===== config.mk =====
export PLATFORM = sky130hd
export DESIGN_NAME = seq_divider_flat
export DESIGN_NICKNAME = d
export VERILOG_FILES = /design/src/rtl/seq_divider_if.sv /design/src/rtl/seq_divider.sv /design/src/flat_wrapper.sv
export SDC_FILE = /design/constraint.sdc
export NUM_CORES = 1
export LEC_CHECK = 0
export CAP_MARGIN = 25
export CORE_MARGIN = 2
export CORE_UTILIZATION = 57
export DETAILED_ROUTE_END_ITERATION = 10
export GPL_TIMING_DRIVEN = 0
export MAX_ROUTING_LAYER = met4
export PLACE_DENSITY = 0.84
export SLEW_MARGIN = 20
export SYNTH_ARGS = -nofsm -noshare
export SYNTH_HDL_FRONTEND = slang
export SYNTH_SLANG_ARGS = --single-unit

===== constraint.sdc =====
create_clock -name clk -period 3.48 [get_ports clk]
set_input_delay 0.696 -clock clk [delete_from_list [all_inputs] [get_ports clk]]
set_output_delay 0.696 -clock clk [all_outputs]
set_load 0.02 [all_outputs]

===== src/rtl/seq_divider_if.sv =====
// seq_divider_if: start/operand and result/DONE bundle for the sequential restoring divider.
interface seq_divider_if #(parameter int W = 4);
    logic           valid;
    logic [2*W-1:0] dividend;
    logic [W-1:0]   divisor;
    logic [2*W-1:0] quot;
    logic [W-1:0]   rem;
    logic           div_zero;
    logic           busy;
    logic           DONE;
    modport master (output valid, dividend, divisor, input quot, rem, div_zero, busy, DONE);
    modport slave  (input valid, dividend, divisor, output quot, rem, div_zero, busy, DONE);
endinterface


===== src/rtl/seq_divider.sv =====
// seq_divider: multi-cycle restoring divider, 2W-bit dividend by W-bit divisor, one quotient bit per cycle.
module seq_divider #(parameter int W = 4) (
    input logic     clk,
    input logic     rst,
    seq_divider_if.slave bus
);
    localparam int CW = $clog2(2 * W);
    typedef enum logic [1:0] {IDLE, CALC, FIN} state_t;
    state_t         state, nxt;
    logic [W-1:0]   p, dsr, rem_r, pn;
    logic [2*W-1:0] dvd, q, quot_r;
    logic [CW-1:0]  cnt;
    logic [W:0]     pt;
    logic           dz, ge, last;
    // The partial remainder is always below the divisor, so W-bit subtraction gives the exact result.
    always_comb begin
        pt   = {p, dvd[2*W-1]};
        ge   = pt >= {1'b0, dsr};
        pn   = ge ? pt[W-1:0] - dsr : pt[W-1:0];
        last = cnt == CW'(2 * W - 1);
    end
    always_comb begin
        nxt = state;
        unique case (state)
            IDLE:    if (bus.valid) nxt = (bus.divisor == '0) ? FIN : CALC;
            CALC:    if (last) nxt = FIN;
            FIN:     nxt = IDLE;
            default: nxt = IDLE;
        endcase
    end
    always_ff @(posedge clk or negedge rst) begin
        if (!rst) state <= IDLE;
        else      state <= nxt;
    end
    always_ff @(posedge clk or negedge rst) begin
        if (!rst) begin
            p      <= '0;
            dsr    <= '0;
            dvd    <= '0;
            q      <= '0;
            cnt    <= '0;
            quot_r <= '0;
            rem_r  <= '0;
            dz     <= 1'b0;
        end else begin
            unique case (state)
                IDLE: if (bus.valid) begin
                    dvd <= bus.dividend;
                    dsr <= bus.divisor;
                    p   <= '0;
                    q   <= '0;
                    cnt <= '0;
                    if (bus.divisor == '0) begin
                        quot_r <= '1;
                        rem_r  <= '0;
                        dz     <= 1'b1;
                    end
                end
                CALC: begin
                    p   <= pn;
                    dvd <= {dvd[2*W-2:0], 1'b0};
                    q   <= {q[2*W-2:0], ge};
                    cnt <= cnt + CW'(1);
                    if (last) begin
                        quot_r <= {q[2*W-2:0], ge};
                        rem_r  <= pn;
                        dz     <= 1'b0;
                    end
                end
                default: ;
            endcase
        end
    end
    assign bus.quot     = quot_r;
    assign bus.rem      = rem_r;
    assign bus.div_zero = dz;
    assign bus.busy     = state != IDLE;
    assign bus.DONE     = state == FIN;
endmodule

===== src/flat_wrapper.sv =====
// flat-port wrapper written by rule: the top's interface ports become plain ports
module seq_divider_flat 
#(parameter int W = 4)
  (clk, rst, bus_valid, bus_dividend, bus_divisor, bus_quot, bus_rem, bus_div_zero, bus_busy, bus_DONE);
  seq_divider_if #(.W(W)) bus_i ();
  input logic clk;
  input logic rst;
  input wire logic [$bits(bus_i.valid)-1:0] bus_valid;
  input wire logic [$bits(bus_i.dividend)-1:0] bus_dividend;
  input wire logic [$bits(bus_i.divisor)-1:0] bus_divisor;
  output wire logic [$bits(bus_i.quot)-1:0] bus_quot;
  output wire logic [$bits(bus_i.rem)-1:0] bus_rem;
  output wire logic [$bits(bus_i.div_zero)-1:0] bus_div_zero;
  output wire logic [$bits(bus_i.busy)-1:0] bus_busy;
  output wire logic [$bits(bus_i.DONE)-1:0] bus_DONE;
  assign bus_i.valid = bus_valid;
  assign bus_i.dividend = bus_dividend;
  assign bus_i.divisor = bus_divisor;
  assign bus_quot = bus_i.quot;
  assign bus_rem = bus_i.rem;
  assign bus_div_zero = bus_i.div_zero;
  assign bus_busy = bus_i.busy;
  assign bus_DONE = bus_i.DONE;
  seq_divider #(.W(W)) u_core (.clk(clk), .rst(rst), .bus(bus_i));
endmodule

After elaboration in Yosys (flattened, before gate mapping)
Index checks and enable logic that the tools add are counted.
Storage, ports and cells
  bits in registers: 41
  input bits: 15
  output and inout port bits: 15
Cells by class
  mux-type cells: 25
  reduce and logical (&&, ||, !) cells: 8
  $lt $le $gt $ge: 1
  eq/ne operators: 6
  add/subtract/negate cells: 2
Operator list (number)
  2-to-1 mux 8 bit: 4
  case mux 8 bit (2 select lines): 2
  2-to-1 mux 4 bit: 5
  case mux 4 bit (2 select lines): 2
  case mux 7 bit (2 select lines): 1
  2-to-1 mux 7 bit: 1
  2-to-1 mux 2 bit: 3
  case mux 3 bit (2 select lines): 1
  AND reduction 2 bit: 3
  >= comparator 5 x 4 -> 1 bit: 1
  zero test 4 bit: 1
  != test 2 x 1 -> 1 bit (second input constant): 2
  case mux 2 bit (2 select lines): 1
  AND reduction 4 bit: 1
  nonzero test 2 bit: 2
  subtractor 4 bit: 1
  adder 3 x 1 -> 3 bit (second input constant): 1
  == test 3 bit (second input constant): 1
  2-to-1 mux 1 bit: 3
  2-to-1 mux 3 bit: 1
  == test 2 x 1 -> 1 bit (second input constant): 1
  == test 2 bit (second input constant): 1
  zero test 2 bit: 1
  != test 2 bit (second input constant): 1
  case mux 1 bit (2 select lines): 1

Depth between registers and ports, before layout
  depth in word-level cells: 4
  mapped depth: 7

Worst setup path after synthesis
Ideal clock, no wire load.
  kind: flip-flop to flip-flop
  start point: reg u_core.p[1]
  end point: reg u_core.p[1]
  path slack: 1.610 ns
  cell stages (with the launch flop): 7
  buffers on the path: 0
  data arrival time: 1.788 ns
  data required time: 3.397 ns
  library setup time: 0.083 ns
  path through: dfrtp_1 > ha_1 > a21oi_4 > o21ai_2 > a211oi_2 > mux2_2 > o21ai_0
Between the ends
  longest elaborated chain between the ends: 3
RTL lines
  start, declared: RTL line seq_divider.sv:10  | logic [W-1:0] p, dsr, rem_r, pn;
  start signal, assigned: RTL line seq_divider.sv:60  | p <= pn;
  >= comparator 5 x 4 -> 1 bit: RTL line seq_divider.sv:18  | ge = pt >= {1'b0, dsr};
  2-to-1 mux 4 bit: RTL line seq_divider.sv:19  | pn = ge ? pt[W-1:0] - dsr : pt[W-1:0];
  case mux 4 bit (2 select lines): RTL line seq_divider.sv:46  | unique case (state)
Every way passes these cells.
A chain may end at the register's enable or synchronous reset.

Worst setup path after layout
  start point: reg u_core.state[1]
  end point: out bus_DONE
Between the ends
  longest elaborated chain between the ends: 1
RTL lines
  start, declared: RTL line seq_divider.sv:9  | state_t state, nxt;
  start signal, assigned: RTL line seq_divider.sv:33  | else state <= nxt;
  == test 2 bit: RTL line seq_divider.sv:78  | assign bus.DONE = state == FIN;
  end, declared: RTL line flat_wrapper.sv:15  | output wire logic [$bits(bus_i.DONE)-1:0] bus_DONE;
Every way passes these cells.

==> impl_metrics.tcl <==
set metrics [dict create \
    status "finished, final reports clean" \
    avgSynthCellArea_um2 10.6 \
    synth_fa_ha_area_frac 0.0499 \
    cts_num_sinks 41 \
    multiInputGateArea_um2 796 \
    dieArea_um2 3820 \
    grt_start_max_net_pins 35 \
    tritoncts "yes" \
    ys.flop_type "dfrtp_1" \
    ys_ff_latch 41 \
    yosysSeqAreaShare 0.538 \
    dp_slack_ps 936 \
    peakVddDrop_v 0.000652 \
    gp_congestion 0.831 \
    slowest_delay_ps 610 \
    drt_iter0_markers 85 \
    period_needed_ps 2630 \
    synth-compound-area-share 0.217 \
    ff_latch_area_um2 1030 \
    antenna_found_initial 0 \
    power_density_nw_per_um2 997 \
    worst_slack_ps 848 \
    synth_cell_types 34 \
    grt_pass1_wl_um 7450 \
    finalCritPeriodShare 0.756 \
    grt_setup_unrepaired "false" \
    worst-setup-path-type "flip-flop to output pin" \
    path_clk_slew_ps 120 \
    numCtsBuffers 5 \
    grt_overflow_total 0 \
    dp.cells 253 \
    setup_violations 0 \
    core.rowCount 20 \
    ys_async_sr_fraction 1.00 \
    drv_cap 0 \
    synth_top_cell_area_share 0.538 \
    post_cts_buffers 0 \
    die_width_um 61.8 \
    grt_pass1_vias 1622 \
    crit_arrival_ps 1940 \
    final_area_um2 2330 \
    layout-drive-gt1-share 0.111 \
    initial_utilization 0.609 \
    min_path_type "input port to asynchronous set/reset pin" \
    dp_hpwl_um 3220 \
    path_max_fanout 10 \
    htreeDepth 2 \
    io_buffers 28 \
    synth.area.top_cells "dfrtp_1 (54%), o21ai_0 (4.2%), a22o_1 (4.1%)" \
    synth_area_um2 1910 \
    coreArea_um2 3130 \
    tns_ps 0 \
    fill_cells 241 \
    postCtsResizedCells 0 \
    post-route-drc-count 0 \
    final_cells 260 \
    slew_headroom 0.665 \
    synth_most_common_cell "dfrtp_1" \
    syn_to_final_growth_pct 22.2 \
    die_h_um 61.8 \
    viasPerCell 5.91 \
    ioPinCount 30 \
    finalClockSkew_ps 10.8 \
    startpoint_type "flip-flop" \
    synth.mux.area_fraction 0.0348 \
    clockBufferDepth 2 \
    wire_per_inst_um 17.1 \
    endpoint_kind "output pin" \
    drt_wl_total_um 4450 \
    postPlaceCellArea_um2 2260 \
    cts_root_buffer "clkbuf_4" \
    p_leak_uw 0.00100 \
    fin_nets 238 \
    synth-simple-area-share 0.111 \
    synth_top_area_cell "dfrtp_1" \
    hold_violations 0 \
    vias 1537 \
    cp_slowest_cell "clkdlybuf4s50_1" \
    drt.antenna.violating_nets 0 \
    power_uw 2320 \
    worstPathCellList "clkbuf_1, nor2b_1, clkdlybuf4s50_1" \
    synth_cells 180 \
    yosys_warnings 0 \
    synthXorXnorAreaFrac 0.00460 \
    first_pass_iters 4 \
    clk_latency_ps 370 \
    synth-edff-count 0 \
    worstMarginPinSlew_ps 501 \
    synth_top_family_by_area "compound AO/OA/AOI/OAI gates" \
    max_freq_mhz 380 \
    yosys-top-cells-count "dfrtp_1 (41), o21ai_0 (16), nor2_1 (15), a21oi_1 (13)" \
    cts.hold.buffers_added 0 \
    diodes 0 \
    track_usage 0.281 \
    critPathRequiredTime_ps 2780 \
    slew_viol_final 0 \
    synth_nets 202 \
]
==> path summary, 6_finish.rpt <==
check | end | slack [ps] | from | cells past startpoint
worst max register to register | u_core.p[1] | 1280 | u_core.dvd[7] | 7
worst min-delay path | u_core.dsr[3] | 170 | rst | 1
worst max-delay path | bus_DONE | 850 | u_core.state[1] | 3
max in group asynchronous | u_core.bus.quot[3] | 2880 | rst | 2
worst min register to register | u_core.cnt[0] | 520 | u_core.cnt[0] | 1
min in group clk | u_core.cnt[0] | 520 | u_core.cnt[0] | 1
==> where the power goes <==
part	total [uW]	switching [uW]	internal, uW
Sequential	844	154	690
Clock	303	157	146
Combinational	1170	633	541
==> cells in the final DEF (no fill, tap or decap), types with 2 or more instances in the layout <==
cell | Yosys | final
clkbuf_4 | 0 | 5
a21oi_1 | 13 | 13
a31oi_1 | 3 | 3
o21ai_0 | 16 | 16
inv_1 | 9 | 9
nor2b_1 | 11 | 11
clkbuf_1 | 6 | 6
clkdlybuf4s50_1 | 0 | 27
nor2_1 | 15 | 15
mux2_2 | 4 | 4
o21bai_1 | 2 | 2
a22oi_1 | 7 | 7
nand2_1 | 11 | 11
o22ai_1 | 4 | 4
a22o_1 | 9 | 9
o21a_1 | 2 | 2
dfrtp_1 | 41 | 41
buf_2 | 4 | 5
ha_1 | 6 | 6
==> cell type report <==
type,count,share of cell area
plain buffers,11,0.0215
clock buffers,5,0.0161
inverters,9,0.0145
flip-flops and latches,41,0.441
multi-input cells,119,0.342
well taps,44,0.0236
repair buffers,29,0.127
clock inverters,2,0.0150
==> per-stage QoR <==
| stage | util | hold WS (ps) |
|---|---|---|
| after detailed placement | 0.721 | 488 |
| after CTS | 0.744 | 167 |
| after floorplan | - | 400 |
| final | 0.744 | 165 |
| after global placement | 0.716 | 479 |
| after global routing | 0.744 | 170 |
==> layer usage <==
layer,GRT usage,vias up,routed length (um)
met5,-,-,0
met4,0.131,0,106
li1,-,705,-
met2,0.454,61,2250
met1,0.341,759,1860
met3,0.0559,12,236
==> kinds of logic after synthesis <==
| group | Yosys count |
|---|---|
| flip-flops | 41 |
| buffers and inverters | 20 |
| AND/OR/NAND/NOR | 43 |
| multiplexers | 6 |
| adder cells (fa/ha/maj) | 7 |
| AO/OA/AOI/OAI | 62 |
| XOR/XNOR | 1 |
==> worst max-delay path: cells and delay by family (launching register included) <==
| kind | cells | cell delay [ps] |
|---|---|---|
| buf+inv | 2 | 980 |
| flops | 1 | 410 |
| simple gates | 1 | 190 |
==> state kept, by name (all words and copies together) (netlist names), 2 cells and up <==
name	count
u_core.dsr	4
u_core.q	7
u_core.bus.rem	4
u_core.bus.quot	8
u_core.p	4
u_core.cnt	3
u_core.state	2
u_core.dvd	8
Power figures use the tool's default switching activity.
